File: config.mk
export PLATFORM = sky130hd
export DESIGN_NAME = sipo_deser_flat
export DESIGN_NICKNAME = d
export VERILOG_FILES = /design/src/rtl/sie_pkg.sv /design/src/rtl/sipo_deser_if.sv /design/src/rtl/sie_bit_unstuff.sv /design/src/rtl/sipo_deser.sv /design/src/flat_wrapper.sv
export SDC_FILE = /design/constraint.sdc
export NUM_CORES = 1
export LEC_CHECK = 0
export CORE_MARGIN = 2
export CORE_UTILIZATION = 48
export CTS_CLUSTER_DIAMETER = 50
export DETAILED_ROUTE_END_ITERATION = 8
export GPL_ROUTABILITY_DRIVEN = 0
export GPL_TIMING_DRIVEN = 0
export PLACE_DENSITY = 0.74
export SLEW_MARGIN = 40
export SYNTH_ARGS = -nofsm -noshare
export SYNTH_HDL_FRONTEND = slang
export SYNTH_SLANG_ARGS = --single-unit
export TNS_END_PERCENT = 50
File: constraint.sdc
create_clock -name CLK -period 3.1 [get_ports CLK]
set_input_delay 0.465 -clock CLK [delete_from_list [all_inputs] [get_ports CLK]]
set_output_delay 0.465 -clock CLK [all_outputs]
set_load 0.02 [all_outputs]
File: src/rtl/sie_pkg.sv
// Shared definitions for the Serial Interface Engine receive path.
//   STUFF_RUN_LEN : run of consecutive 1s after which the next bit is a stuff bit
//   cnt_width()   : bit-counter width needed to count 0..data_w
//   bit_cnt_t     : bit-count type wide enough for the largest supported word
//   ones_cnt_t    : ones-run counter type used by the bit unstuffer
package sie_pkg;

  localparam int unsigned STUFF_RUN_LEN = 6;
  localparam int unsigned MAX_DATA_W    = 32;

  function automatic int unsigned cnt_width(input int unsigned data_w);
    return $clog2(data_w + 1);
  endfunction

  typedef logic [$clog2(MAX_DATA_W + 1)-1:0]    bit_cnt_t;
  typedef logic [$clog2(STUFF_RUN_LEN + 1)-1:0] ones_cnt_t;

endpackage

File: src/rtl/sipo_deser_if.sv
// Bus between bit recovery, the deserializer and the packet decoder.
//   SER_IP/SER_VLD/FRM_START : serial side (bit recovery -> deserializer)
//   PAR_OP/PAR_VLD/PAR_RDY   : parallel word handshake (deserializer <-> decoder)
//   OVERRUN/STUFF_ERR        : status flags from the deserializer
// Modports: slave = deserializer view, master = driver/consumer view.
interface sipo_deser_if #(
  parameter int unsigned DATA_W = 8
);

  logic              SER_IP;
  logic              SER_VLD;
  logic              FRM_START;
  logic [DATA_W-1:0] PAR_OP;
  logic              PAR_VLD;
  logic              PAR_RDY;
  logic              OVERRUN;
  logic              STUFF_ERR;

  modport slave (
    input  SER_IP, SER_VLD, FRM_START, PAR_RDY,
    output PAR_OP, PAR_VLD, OVERRUN, STUFF_ERR
  );

  modport master (
    output SER_IP, SER_VLD, FRM_START, PAR_RDY,
    input  PAR_OP, PAR_VLD, OVERRUN, STUFF_ERR
  );

endinterface

File: src/rtl/sie_bit_unstuff.sv
// USB bit unstuffer for the deserializer input stream.
// Only built when SIPO_BIT_UNSTUFF_EN is defined.
//   clk, rst    : clock, async active-high reset
//   ser_ip      : serial bit
//   ser_vld     : ser_ip valid this cycle
//   frm_start   : frame alignment, clears the ones run
//   bit_vld     : ser_ip is a data bit to be shifted (comb)
//   word_drop   : stuff violation this cycle, discard the partial word (comb)
//   stuff_err   : registered one-cycle pulse after a stuff violation
`ifdef SIPO_BIT_UNSTUFF_EN
module sie_bit_unstuff
  import sie_pkg::*;
(
  input  logic clk,
  input  logic rst,
  input  logic ser_ip,
  input  logic ser_vld,
  input  logic frm_start,
  output logic bit_vld,
  output logic word_drop,
  output logic stuff_err
);

  ones_cnt_t ones_q, ones_d, ones_base;
  logic      err_q, err_d;

  always_comb begin
    ones_d    = ones_q;
    err_d     = 1'b0;
    bit_vld   = 1'b0;
    word_drop = 1'b0;
    // Frame alignment restarts the run before the current bit is judged.
    ones_base = frm_start ? '0 : ones_q;
    if (frm_start) begin
      ones_d = '0;
    end
    if (ser_vld) begin
      if (ones_base == ones_cnt_t'(STUFF_RUN_LEN)) begin
        ones_d = '0;
        if (ser_ip) begin
          err_d     = 1'b1;
          word_drop = 1'b1;
        end
      end else begin
        bit_vld = 1'b1;
        ones_d  = ser_ip ? ones_base + ones_cnt_t'(1) : '0;
      end
    end
  end

  always_ff @(posedge clk or posedge rst) begin
    if (rst) begin
      ones_q <= '0;
      err_q  <= 1'b0;
    end else begin
      ones_q <= ones_d;
      err_q  <= err_d;
    end
  end

  assign stuff_err = err_q;

endmodule
`endif

File: src/rtl/sipo_deser.sv
// Parametrised serial-to-parallel deserializer with a one-word holding
// register, valid/ready handshake and sticky overrun flag.
// Parameters: DATA_W (2..32) word width; LSB_FIRST 1 = first bit -> PAR_OP[0].
// Ports:
//   CLK, RST : clock, asynchronous active-high reset
//   bus      : sipo_deser_if.slave (SER_IP, SER_VLD, FRM_START, PAR_RDY in;
//              PAR_OP, PAR_VLD, OVERRUN, STUFF_ERR out)
// Optional feature: define SIPO_BIT_UNSTUFF_EN to insert USB bit unstuffing
// (sie_bit_unstuff); otherwise every valid bit is data and STUFF_ERR is 0.
module sipo_deser
  import sie_pkg::*;
#(
  parameter int unsigned DATA_W    = 8,
  parameter bit          LSB_FIRST = 1'b1
) (
  input  logic        CLK,
  input  logic        RST,
  sipo_deser_if.slave bus
);

  localparam int unsigned CNT_W     = cnt_width(DATA_W);
  localparam bit_cnt_t    WORD_LAST = bit_cnt_t'(DATA_W - 1);

  logic [DATA_W-1:0] shift_q, shift_d, shift_base, shift_nxt;
  logic [CNT_W-1:0]  cnt_q, cnt_d, cnt_base;
  logic [DATA_W-1:0] par_op_q, par_op_d;
  logic              par_vld_q, par_vld_d;
  logic              overrun_q, overrun_d;
  logic              bit_vld, word_drop, stuff_err;

`ifdef SIPO_BIT_UNSTUFF_EN
  sie_bit_unstuff u_unstuff (
    .clk       (CLK),
    .rst       (RST),
    .ser_ip    (bus.SER_IP),
    .ser_vld   (bus.SER_VLD),
    .frm_start (bus.FRM_START),
    .bit_vld   (bit_vld),
    .word_drop (word_drop),
    .stuff_err (stuff_err)
  );
`else
  assign bit_vld   = bus.SER_VLD;
  assign word_drop = 1'b0;
  assign stuff_err = 1'b0;
`endif

  always_comb begin
    par_op_d  = par_op_q;
    par_vld_d = par_vld_q;
    overrun_d = overrun_q;
    // FRM_START realigns first; a bit sampled in the same cycle starts the new word.
    shift_base = bus.FRM_START ? '0 : shift_q;
    cnt_base   = bus.FRM_START ? '0 : cnt_q;
    shift_d    = shift_base;
    cnt_d      = cnt_base;
    shift_nxt  = shift_base;
    if (bus.FRM_START) begin
      overrun_d = 1'b0;
    end
    if (par_vld_q && bus.PAR_RDY) begin
      par_vld_d = 1'b0;
    end
    if (LSB_FIRST) begin
      shift_nxt = {bus.SER_IP, shift_base[DATA_W-1:1]};
    end else begin
      shift_nxt = {shift_base[DATA_W-2:0], bus.SER_IP};
    end
    if (word_drop) begin
      shift_d = '0;
      cnt_d   = '0;
    end else if (bit_vld) begin
      shift_d = shift_nxt;
      if (bit_cnt_t'(cnt_base) == WORD_LAST) begin
        cnt_d = '0;
        // Load when the holder is empty or is being consumed this same cycle;
        // otherwise the new word is dropped and the held one kept.
        if (!par_vld_q || bus.PAR_RDY) begin
          par_op_d  = shift_nxt;
          par_vld_d = 1'b1;
        end else begin
          overrun_d = 1'b1;
        end
      end else begin
        cnt_d = cnt_base + CNT_W'(1);
      end
    end
  end

  always_ff @(posedge CLK or posedge RST) begin
    if (RST) begin
      shift_q   <= '0;
      cnt_q     <= '0;
      par_op_q  <= '0;
      par_vld_q <= 1'b0;
      overrun_q <= 1'b0;
    end else begin
      shift_q   <= shift_d;
      cnt_q     <= cnt_d;
      par_op_q  <= par_op_d;
      par_vld_q <= par_vld_d;
      overrun_q <= overrun_d;
    end
  end

  assign bus.PAR_OP    = par_op_q;
  assign bus.PAR_VLD   = par_vld_q;
  assign bus.OVERRUN   = overrun_q;
  assign bus.STUFF_ERR = stuff_err;

endmodule
File: src/flat_wrapper.sv
// flat-port wrapper written by rule: the top's interface ports become plain ports
module sipo_deser_flat import sie_pkg::*;
#(
  parameter int unsigned DATA_W    = 8,
  parameter bit          LSB_FIRST = 1'b1
)
  (CLK, RST, bus_SER_IP, bus_SER_VLD, bus_FRM_START, bus_PAR_RDY, bus_PAR_OP, bus_PAR_VLD, bus_OVERRUN, bus_STUFF_ERR);
  sipo_deser_if #(.DATA_W(DATA_W)) bus_i ();
  input  logic CLK;
  input  logic RST;
  input wire logic [$bits(bus_i.SER_IP)-1:0] bus_SER_IP;
  input wire logic [$bits(bus_i.SER_VLD)-1:0] bus_SER_VLD;
  input wire logic [$bits(bus_i.FRM_START)-1:0] bus_FRM_START;
  input wire logic [$bits(bus_i.PAR_RDY)-1:0] bus_PAR_RDY;
  output wire logic [$bits(bus_i.PAR_OP)-1:0] bus_PAR_OP;
  output wire logic [$bits(bus_i.PAR_VLD)-1:0] bus_PAR_VLD;
  output wire logic [$bits(bus_i.OVERRUN)-1:0] bus_OVERRUN;
  output wire logic [$bits(bus_i.STUFF_ERR)-1:0] bus_STUFF_ERR;
  assign bus_i.SER_IP = bus_SER_IP;
  assign bus_i.SER_VLD = bus_SER_VLD;
  assign bus_i.FRM_START = bus_FRM_START;
  assign bus_i.PAR_RDY = bus_PAR_RDY;
  assign bus_PAR_OP = bus_i.PAR_OP;
  assign bus_PAR_VLD = bus_i.PAR_VLD;
  assign bus_OVERRUN = bus_i.OVERRUN;
  assign bus_STUFF_ERR = bus_i.STUFF_ERR;
  sipo_deser #(.DATA_W(DATA_W), .LSB_FIRST(LSB_FIRST)) u_core (.CLK(CLK), .RST(RST), .bus(bus_i));
endmodule
==> run_results.csv <==
group,metric,value,unit
layout,drive_gt1_share,20.9,%
power,power_leakage,0.581,nW
floorplanning,die_h,48.4,um
layout,n_antenna_cell,0,
synth,yosysSeqAreaShare,55.5,%
timing,period_share,69.9,%
worst_hold_path,min_path_type,"in -> async",
worst_setup_path,required,3290,ps
worst_setup_path,r2r_start,"u_core.cnt_q[1]",
worst_setup_path,crit-reg2reg-capture,"u_core.bus.PAR_OP[3]",
grt,grt_usage,15.5,%
synth,yosys.area.top_type,"dfrtp_1",
flow_run,cap_viol_max_count,0,
worst_setup_path,r2r_slack,1170,ps
route,wirelength,1.52,mm
worst_setup_path,arrival,2360,ps
route,wire_per_inst,12.9,um
route,met2_length,714,um
layout,multi_input_area,389,um^2
synth,synth_top_cells_by_area,"dfrtp_1 55%, mux2_2 12%, mux2i_1 6.3%",
worst_setup_path,critPathKind,"in -> reg",
synth,synth_nets,80,
clock_network,cts_resized,0,
power,p_comb_share,8.5,%
timing,tns,0,ps
timing,fmax,462,MHz
grt,grt_overflow,0,
power,power,0.453,mW
floorplanning,ios,17,
grt,grt_pass1_wl,2.79,mm
grt,grt_max_degree,22,
floorplanning,coreArea,0.00190,mm^2
placement,post-place-ws,571,ps
clock_network,numCtsBuffers,3,
worst_setup_path,crit_fanout,10,
synth,synth.distinct_cells,24,
route,ant_nets,0,
route,drc_errors,0,
floorplanning,die_width,48.4,um
layout,area_growth,21.1,%
timing,finalHoldViolations,0,
timing,finClkSkew,8.40,ps
route,wl_met3,47,um
layout,fillers,156,
floorplanning,start_util,49.8,%
power,p_int,0.349,mW
worst_setup_path,start_kind,"primary input",
route,drt-met1-wl,739,um
timing,setup_viol,0,
timing,rsz0062_at_grt,"no",
placement,port_buffers,14,
layout,layout_common_cells,"21 x dfrtp_1, 14 x clkdlybuf4s50_1, 10 x mux2_2",
grt,grt_pass1_vias,606,
status,status,"complete, no violations",
clock_network,ctsHtreeMaxLevel,1,
layout,register_area,526,um^2
layout,mostFrequentLayoutCell,"dfrtp_1",
floorplanning,fp.dieArea,0.00234,mm^2
power,swShare,23.0,%
timing,min_period,2170,ps
route,drtIter0Drc,2,
power,ir_worst_vdd,0.218,mV
placement,hpwl,1.09,mm
route,drtPass1Iterations,4,
clock_network,cts_root_buf,"clkbuf_4",
layout,nets,99,
route,via_per_inst,4.81,
synth,yosysTopAreaCellShare,55.5,%
synth,synthCells,73,
synth,ys_ff_latch,21,
timing,setup_ws,934,ps
power,powerDensity,395,mW/mm^2
power,p_seq_share,62.7,%
clock_network,hold_buffers,0,
clock_network,clk_latency,300,ps
floorplanning,row_count,16,
power,p_sw,0.104,mW
route,vias,568,
grt,grt_antenna_before_repair,0,
clock_network,cts_tree,"done",
power,p_clk_share,28.8,%
synth,synth_area,947,um^2
synth,yosysWarnings,0,
timing,maxSlewViolCount,0,
layout,final_util,60.3,%
clock_network,cts.clk_slew.worst_paths,120,ps
clock_network,clock-sinks,21,
route,highest_layer,"met4",
clock_network,cts_setup_buffers,0,
synth,avgSynthCellArea,13.0,um^2
worst_setup_path,endpoint_kind,"flip-flop",
worst_setup_path,rr_worst_depth,5,
clock_network,cts_buffer_depth,2,
## how the worst max path moves through the flow
stage / from / endpoint / slack, ps / cells after the start
6_report: bus_FRM_START / u_core.bus.PAR_OP[3] / 930 / 7
3_3_place_gp: bus_FRM_START / u_core.bus.PAR_OP[6] / 630 / 7
4_1_cts: bus_FRM_START / u_core.bus.PAR_OP[3] / 900 / 7
5_1_grt: bus_FRM_START / u_core.bus.PAR_OP[3] / 770 / 7
2_1_floorplan: bus_FRM_START / u_core.bus.PAR_OP[7] / 930 / 7
3_5_place_dp: bus_FRM_START / u_core.bus.PAR_OP[3] / 570 / 7
## metal layers
layer,up-vias,GRT usage (%)
li1,279,-
met1,273,21.5
met2,12,23.6
met3,4,3.09
met4,0,7.14
met5,-,0
## synth_stat cells, drive strengths merged
library cell and instances:
a211oi 1, nor2b 4, inv 3, o21ai 1
dfrtp 21, and3 1, mux2 10, and2b 6
conb 1, clkbuf 1, nor3b 1, a41o 1
nand4b 1, nand2b 1, xor2 1, nor2 6
nand2 1, xnor2 1, mux2i 6, o32ai 1
buf 3, ha 1
## state kept, by name, summed over array words and instances, names as in the netlist
register            cells
u_core.bus.PAR_OP       8
u_core.bus.PAR_VLD      1
u_core.bus.OVERRUN      1
u_core.shift_q          7
u_core.cnt_q            4
## power groups by stage
stage / Sequential (mW) / Combinational (mW) / Clock (mW)
2_1_floorplan: 0.289 / 0.0272 / 0
4_1_cts: 0.284 / 0.0394 / 0.136
3_5_place_dp: 0.290 / 0.0391 / 0
5_1_grt: 0.286 / 0.0432 / 0.145
3_3_place_gp: 0.290 / 0.0381 / 0
6_report: 0.284 / 0.0386 / 0.130
## cell type report
| class | count | area share, % |
|---|---|---|
| buffer | 4 | 1.85 |
| clock buffer | 4 | 2.29 |
| inverter | 3 | 0.981 |
| multi-input combinational | 45 | 33.9 |
| sequential | 21 | 45.8 |
| tap | 27 | 2.94 |
| timing repair buffer | 14 | 12.2 |
## stage by stage
stage / area, um^2 / hold slack [ps] / cells
2_1_floorplan: 947 / 442 / 73
3_3_place_gp: 1120 / 489 / 114
3_5_place_dp: 1120 / 498 / 114
4_1_cts: 1150 / 525 / 118
5_1_grt: 1150 / 507 / 118
6_report: 1150 / 469 / 118
## worst max-delay path, stage by stage
cell      delay [ps]
clkbuf_2         160
buf_1            260
nor2b_1          240
ha_1             250
nand4b_4         140
nor3b_4          440
mux2_2           390
## logic make-up after synthesis
group	count (synthesis)	synth area share, %
mux	16	18.2
other cells	1	0.396
simple gates	21	16.0
compound gates	4	3.30
flops	21	55.5
fa+ha+maj	1	1.32
xor+xnor	2	1.85
buf+inv	7	3.43
Power figures use the tool's default switching activity.
==> edit 1: new RTL, same flow settings <==
`LSB_FIRST` is set to 1'b1 in 2 places; all go to 1'b0.
--- a/src/rtl/sipo_deser.sv
+++ b/src/rtl/sipo_deser.sv
@@ -12,5 +12,5 @@
 #(
   parameter int unsigned DATA_W    = 8,
-  parameter bit          LSB_FIRST = 1'b1
+  parameter bit          LSB_FIRST = 1'b0
 ) (
   input  logic        CLK,
--- a/src/flat_wrapper.sv
+++ b/src/flat_wrapper.sv
@@ -3,5 +3,5 @@
 #(
   parameter int unsigned DATA_W    = 8,
-  parameter bit          LSB_FIRST = 1'b1
+  parameter bit          LSB_FIRST = 1'b0
 )
   (CLK, RST, bus_SER_IP, bus_SER_VLD, bus_FRM_START, bus_PAR_RDY, bus_PAR_OP, bus_PAR_VLD, bus_OVERRUN, bus_STUFF_ERR);
Behaviour: not the same (Yosys sat finds a counterexample within 10 cycles, from zero or initial values and one cycle with RST high).
==> edit 1 against the original RTL <==
Synthesized cell count increased by 5.5%. Fmax up 25%. Power down 0.33%. Routed wire length decreased by 8.8%. Setup slack improved by 440 ps. Count of clock-buffer cells in the layout did not move. Sequential cell count unchanged. Area after synthesis fell by 2.1%. Clock skew fell by 2.8 ps. Final area shrank 2.0%.
==> edit 1: results <==
group,metric,value,unit
outcome,status,"complete, no violations",
placement,preCtsSetupSlack,1240,ps
worst_setup_path,worst_path_dominant_cell_family,"buffers and inverters",
drt,first_pass_iters,2,
yosys,synth.net_count,84,
grt,first_pass_grt_wire_length,2250,um
sta,finClkSkew,5.60,ps
yosys,synth.yosys.seq_area_share,56.7,%
worst_setup_path,worst_path_cell_with_the_longest_stage_delay,"sky130_fd_sc_hd__clkdlybuf4s50_1",
yosys,synth.distinct_cells,22,
layout,drive_above_1_share,18.9,%
yosys,synth_area_leaders,"sky130_fd_sc_hd__dfrtp_1, sky130_fd_sc_hd__mux2_2, sky130_fd_sc_hd__mux2i_1",
grt,grt_use_total,14.1,%
worst_setup_path,worst_path_largest_cell_delay,600,ps
drt,avgRoutedWirePerCell,11.6,um
worst_setup_path,largest_driver_fanout_on_the_critical_path,2,
placement,dp_cells,116,
pwr,power.ir.vdd_worst,0.230,mV
layout,fin_nets,103,
floorplan,die-width,48.0,um
yosys,synth.top_cells.by_count,"sky130_fd_sc_hd__dfrtp_1, sky130_fd_sc_hd__nor2b_1, sky130_fd_sc_hd__mux2_2",
pwr,static-leakage-power,0.549,nW
yosys,synth_area_per_cell,12.0,um2
drt,vias_per_cell,4.70,
placement,dp_hpwl,980,um
drt,routed-via-count,564,
edit 1: path summary, 6_finish.rpt:
path                       cells after the start  slack, ps                    to                  from
hold / removal                                 2        480  u_core.bus.PAR_OP[5]                   RST
setup / recovery                               1       1370         bus_PAR_OP[1]  u_core.bus.PAR_OP[1]
min in group CLK                               1        510  u_core.bus.PAR_OP[5]  u_core.bus.PAR_OP[5]
hold reg to reg                                1        510  u_core.bus.PAR_OP[5]  u_core.bus.PAR_OP[5]
max in group asynchronous                      2       2320  u_core.bus.PAR_OP[7]                   RST
setup reg to reg                               5       1500  u_core.bus.PAR_OP[7]       u_core.cnt_q[0]
edit 1: cell type report:
class | instances | area, um2
Buffer | 4 | 25.0
Sequential cell | 21 | 526
Timing Repair Buffer | 14 | 140
Clock buffer | 4 | 26.3
Multi-Input combinational cell | 49 | 365
Fill cell | 160 | 639
Inverter | 3 | 11.3
Tap cell | 25 | 31.3
edit 1: per-layer routing:
layer	track usage, %	part of all wire [%]
met1	19.2	52
met2	21.9	44
met3	2.26	3.5
met4	6.49	0.86
met5	0	0
edit 1: where the power goes:
| part | internal, mW | switching (mW) | total (mW) |
|---|---|---|---|
| Clock | 0.0500 | 0.0791 | 0.129 |
| Combinational | 0.0173 | 0.0209 | 0.0382 |
| Sequential | 0.281 | 0.00371 | 0.284 |
edit 1: cell families (layout without fill, tap and decap cells):
kind of cell	Yosys count	count (layout)	share of synthesized area [%]
adder cells (fa/ha/maj)	1	1	1.35
buffers and inverters	7	25	3.91
XOR/XNOR	2	2	1.89
multiplexers	15	15	17.3
flip-flops	21	21	56.7
other	1	1	0.404
AND/OR/NAND/NOR	27	27	16.7
AO/OA/AOI/OAI	3	3	1.75
